<file path="src/rtl/ebus_pkg.sv">
// ebus_pkg: shared FSM states, address regions and chip-select decode for the external bus controller
package ebus_pkg;
  typedef enum logic [2:0] {S_IDLE, S_SETUP, S_STROBE, S_WAIT, S_CAPTURE, S_HOLD} state_t;
  localparam logic [3:0] REG_UART0 = 4'd0;
  localparam logic [3:0] REG_UART1 = 4'd1;
  localparam logic [3:0] REG_UART2 = 4'd2;
  localparam logic [3:0] REG_UART3 = 4'd3;
  localparam logic [3:0] REG_PIC   = 4'd4;
  localparam int CS_UART0 = 4;
  localparam int CS_UART1 = 3;
  localparam int CS_UART2 = 2;
  localparam int CS_UART3 = 1;
  localparam int CS_PIC   = 0;
  // region n maps to CS bit (4-n); anything above PIC is unmapped
  function automatic logic [4:0] decode(input logic [3:0] r);
    return (r <= REG_PIC) ? (5'b10000 >> r) : 5'b00000;
  endfunction
endpackage

</file>
<file path="src/rtl/sync2.sv">
// sync2: two-flop synchroniser, async active-low reset, resets to 1
module sync2 (
  input  logic clk,
  input  logic rst_n,
  input  logic d,
  output logic q
);
  logic m;
  always_ff @(posedge clk or negedge rst_n)
    if (!rst_n) {q, m} <= 2'b11;
    else {q, m} <= {m, d};
endmodule

</file>
<file path="src/rtl/ebus_cycle_ctrl.sv">
// ebus_cycle_ctrl: async CPU bus to peripheral mux cycle controller with decode, strobes and wait states
module ebus_cycle_ctrl
  import ebus_pkg::*;
#(
  parameter int AW = 8,
  parameter int DW = 16,
  parameter int WS = 2
) (
  input  logic          clk,
  input  logic          nRST,
  input  logic [AW-1:0] ADDR,
  input  logic          nCS,
  input  logic          nOE,
  input  logic          nWE,
  input  logic [DW-1:0] DI_BUS,
  output logic [DW-1:0] DO_BUS,
  output logic          DOE,
  output logic          nRDY,
  output logic [4:0]    CS,
  output logic          nRW,
  output logic          RD_STB,
  output logic          WR_STB,
  output logic [3:0]    PADDR,
  output logic [DW-1:0] WDATA,
  input  logic [DW-1:0] RDATA,
  output logic          ERR
);
  logic s_cs, s_oe, s_we, armed, start;
  logic [1:0] live;
  logic [3:0] cnt;
  state_t state, nxt;
  sync2 u_cs (.clk(clk), .rst_n(nRST), .d(nCS), .q(s_cs));
  sync2 u_oe (.clk(clk), .rst_n(nRST), .d(nOE), .q(s_oe));
  sync2 u_we (.clk(clk), .rst_n(nRST), .d(nWE), .q(s_we));
  always_comb begin
    start = (state == S_IDLE) && armed && !s_cs && (s_oe ^ s_we);
    nxt = state;
    case (state)
      S_IDLE:    nxt = start ? S_SETUP : S_IDLE;
      S_SETUP:   nxt = s_cs ? S_IDLE : S_STROBE;
      S_STROBE:  nxt = s_cs ? S_IDLE : (WS == 0) ? S_CAPTURE : S_WAIT;
      S_WAIT:    nxt = s_cs ? S_IDLE : (cnt == 4'd0) ? S_CAPTURE : S_WAIT;
      S_CAPTURE: nxt = S_HOLD;
      S_HOLD:    nxt = (s_cs || (nRW ? s_we : s_oe)) ? S_IDLE : S_HOLD;
      default:   nxt = S_IDLE;
    endcase
  end
  // live masks the synchronisers' reset-value 1s so a held nCS cannot arm IDLE after reset
  always_ff @(posedge clk or negedge nRST) begin
    if (!nRST) begin
      state  <= S_IDLE;
      live   <= 2'b00;
      armed  <= 1'b0;
      cnt    <= 4'd0;
      CS     <= 5'b0;
      nRW    <= 1'b1;
      RD_STB <= 1'b0;
      WR_STB <= 1'b0;
      PADDR  <= 4'd0;
      WDATA  <= '0;
      DO_BUS <= '0;
      DOE    <= 1'b0;
      nRDY   <= 1'b1;
      ERR    <= 1'b0;
    end else begin
      state  <= nxt;
      live   <= {live[0], 1'b1};
      armed  <= (state == S_IDLE) && !start && (armed || (s_cs && live[1]));
      cnt    <= (state == S_WAIT) ? cnt - 4'd1 : 4'(WS - 1);
      RD_STB <= (nxt == S_STROBE) && !nRW;
      WR_STB <= (nxt == S_STROBE) && nRW && (CS != 5'b0);
      nRDY   <= !(nxt inside {S_SETUP, S_STROBE, S_WAIT, S_CAPTURE});
      DOE    <= (nxt == S_HOLD) && !nRW;
      ERR    <= ERR || ((state == S_IDLE) && !s_cs && !s_oe && !s_we);
      if (start) begin
        CS    <= decode(ADDR[7:4]);
        PADDR <= ADDR[3:0];
        nRW   <= s_oe;
        if (!s_we) WDATA <= DI_BUS;
      end else if (nxt == S_IDLE) begin
        CS  <= 5'b0;
        nRW <= 1'b1;
      end
      if (state == S_CAPTURE && !nRW) DO_BUS <= RDATA;
    end
  end
endmodule

</file>
<file path="config.mk">
export PLATFORM = sky130hd
export DESIGN_NAME = ebus_cycle_ctrl
export DESIGN_NICKNAME = d
export VERILOG_FILES = /design/src/rtl/ebus_pkg.sv /design/src/rtl/sync2.sv /design/src/rtl/ebus_cycle_ctrl.sv
export SDC_FILE = /design/constraint.sdc
export NUM_CORES = 1
export LEC_CHECK = 0
export CORE_MARGIN = 4
export CORE_UTILIZATION = 44
export DETAILED_ROUTE_END_ITERATION = 16
export PLACE_DENSITY = 0.89
export SETUP_SLACK_MARGIN = 0.15
export SLEW_MARGIN = 25
export SYNTH_ARGS = -nofsm -noshare
export SYNTH_HDL_FRONTEND = slang
export SYNTH_SLANG_ARGS = --single-unit
</file>
<file path="constraint.sdc">
create_clock -name clk -period 2 [get_ports clk]
set_input_delay 0.3 -clock clk [delete_from_list [all_inputs] [get_ports clk]]
set_output_delay 0.3 -clock clk [all_outputs]
set_load 0.005 [all_outputs]
</file>
==> summary.txt <==
Run status
  – Status: finished, final reports clean

Final layout
  – Multi-input logic area: 840 um2
  – Number of fill cells: 395
  – Most common cell after layout, fill and taps aside: clkdlybuf4s50_1
  – Final nets: 317
  – Commonest cells after routing, fill and taps aside: 90 x clkdlybuf4s50_1, 54 x dfrtp_1, 22 x mux2_2
  – ANT cells: 0
  – Storage cell area: 1590 um2
  – Final Non-Filler Cells: 346
  – Share of post-route cells with drive strength above 1: 27.0%
  – Synth-to-Final Area Change: 50.1%

Power
  – Leak pwr: 1.65 nW
  – Max IR drop VDD: 0.542 mV
  – Power per cell area: 1050 nW/um2

Drt
  – Vias: 1679
  – TritonRoute pass-1 iters: 4
  – Routed vias/inst: 4.85
  – Iteration-0 DRC Markers: 94
  – WL/cell: 15.1 um
  – Antenna viol nets, final: 0
  – DR DRC count: 0
  – Total routed wirelength: 5210 um

Synth
  – Synth cell types: 37
  – Synth Flop Type: dfrtp_1
  – Post-Synthesis Cell Area: 2490 um2
  – Seq/Total Area, Yosys: 63.8%
  – Post-synth ARST share: 100%
  – Cells after Synth: 163
  – Syn Nets: 210
  – Syn avg cell area: 15.3 um2
  – Post-synth EDFFs: 0
  – Yosys warns: 0
  – Post-synthesis register bit count: 63

Floorplan
  – Ports: 92
  – Die span in x: 83.2 um
  – Rows: 27
  – Starting density of the core: 45.2%
  – Core area: 5510 um2
  – Die area: 6920 um2
  – Die Height: 83.2 um

Global routing
  – Total track usage: 16.0%
  – Largest net degree at the start of global routing: 64
  – Final global-route overflow total: 0
  – Number of antenna violations at the first check in global routing: 0
  – Number of global-route vias before repair: 1918
  – First-pass GRT wire length: 8890 um

Critical path
  – CP bufs+invs: 1
  – Worst Path Required: 1.70 ns
  – Delay of the slowest critical-path stage: 0.64 ns
  – Critical path class: reg2out
  – Worst-path maximum fanout: 7
  – Critical Path AT: 1.50 ns
  – Crit path max-delay family: flip-flops
  – CP max-delay cell: dfstp_2
  – Setup crit end kind: primary output
  – Crit start category: flop
  – Crit path cell chain: clkdlybuf4s50_1

Clock tree
  – Root Driver: clkbuf_8
  – CTS tree: built
  – Longest Clk Path Bufs: 2
  – Sink Count: 63
  – H-tree depth: 3
  – Cts bufs inserted: 9
  – Clk_lat worst skew: 0.33 ns
  – Clk slew on worst S/H paths: 0.07 ns

STA
  – Final Hold Viols: 0
  – Final WS setup: 0.199 ns
  – Setup Viol. Count Final: 0
  – Final setup TNS: 0 ns
  – Final-report max-slew violation count: 0
  – Fin crit share: 90.0%
  – Final setup skew: 0.00398 ns
  – Worst slew margin: 65.8%
  – Slew @ Worst Pin: 0.507 ns
  – Post-layout minimum cycle time: 1.80 ns
  – RSZ-0062 raised after global routing: false
  – Fmax: 555 MHz

Placed design
  – Gpl congestion: 0.825
  – DP Cell Count: 328
  – Port Buffers: 91
  – Detailed Place HPWL: 3830 um
  – Dpl ws: 0.201 ns

Worst hold path
  – Worst min path class: reg2reg

Flow run
  – Max Cap Violations: 0
-- registers in the layout, indices dropped and copies added (netlist names), 2 cells and up --
signal	count
DO_BUS	16
WDATA	16
CS	5
PADDR	4
cnt	4
state	3
live	2
-- synth_stat cells, types with 2 or more instances --
master     instances  share of area, %
nor3_1             2              0.40
a21oi_1            5               1.0
nand2_1            3              0.45
nand3_1            2              0.40
a32o_1             3               1.2
mux2_2            22                10
inv_1              3              0.45
nor4bb_1           2              0.80
o2bb2ai_1          2              0.70
nor2b_1            2              0.50
mux2_4            10               6.0
nor2_1            11               1.7
buf_2              2              0.40
ha_1               2               1.0
nor2_4             2              0.91
nor3b_1            3              0.91
dfstp_2            8               8.5
xnor2_1            3               1.1
mux2_1             4               1.8
dfrtp_1           55                55
-- final timing paths --
path / startpoint / to / slack (ns) / cells after the start
worst max-delay path: nRW / nRW / 0.20 / 1
worst min register to register: u_cs.m / u_cs.q / 0.35 / 0
max in group asynchronous: nRST / u_cs.m / 1.17 / 3
worst max register to register: state[2] / WDATA[1] / 0.23 / 5
worst min-delay path: u_cs.m / u_cs.q / 0.35 / 0
min in group asynchronous: nRST / ERR / 0.49 / 3
-- final cells by class --
class                           instances  share of cell area (%)
Clock inverter                          4                    1.21
Sequential cell                        63                    42.5
Multi-Input combinational cell         91                    22.5
Tap cell                               72                    2.41
Clock buffer                           11                    4.06
Inverter                                3                   0.302
Timing Repair Buffer                  102                    27.0
-- logic make-up (layout without fill, tap and decap cells) --
group / after synthesis / after routing / synth area share (%)
DFF: 63 / 63 / 63.8
xor gates and xnor gates: 3 / 3 / 1.06
adders and majority gates: 2 / 2 / 1.01
other: 1 / 1 / 0.151
AOI/OAI and AO/OA: 13 / 13 / 3.82
buffers and inverters: 9 / 120 / 2.57
and+or+nand+nor: 35 / 35 / 9.41
muxes: 37 / 37 / 18.2
-- what timing repair did --
item | CTS | global route
hold buffers | 1 | 0
endpoints found under the hold margin | 55 | 0
setup buffers | 0 | 2
endpoints found under the setup margin | 0 | 12
resized for setup | 0 | 3
-- power breakdown --
part	total, mW	leakage, nW	internal, mW	switching, mW
Sequential	1.71	0.789	1.55	0.158
Clock	1.09	0.105	0.630	0.460
Combinational	1.11	0.760	0.771	0.344
-- stage by stage --
step | total power, mW | util, % | hold WS, ns | area (um2)
2_1_floorplan | 2.17 | - | 0.00441 | 2490
3_3_place_gp | 2.81 | 63.6 | 0.331 | 3500
3_5_place_dp | 2.85 | 63.6 | 0.336 | 3500
4_1_cts | 3.96 | 67.4 | 0.357 | 3710
5_1_grt | 4.13 | 67.8 | 0.358 | 3730
6_report | 3.91 | 67.8 | 0.352 | 3730
-- routing by layer --
metal  vias up  part of all wire (%)  GRT usage, %  wire, um
met4         0                   1.3          4.90        66
met3         8                   8.9          7.74       462
met5         -                     0             0         0
li1        782                     -             -         -
met1       823                    40          17.4      2070
met2        66                    50          27.6      2620
(Power assumes the default switching activity.)
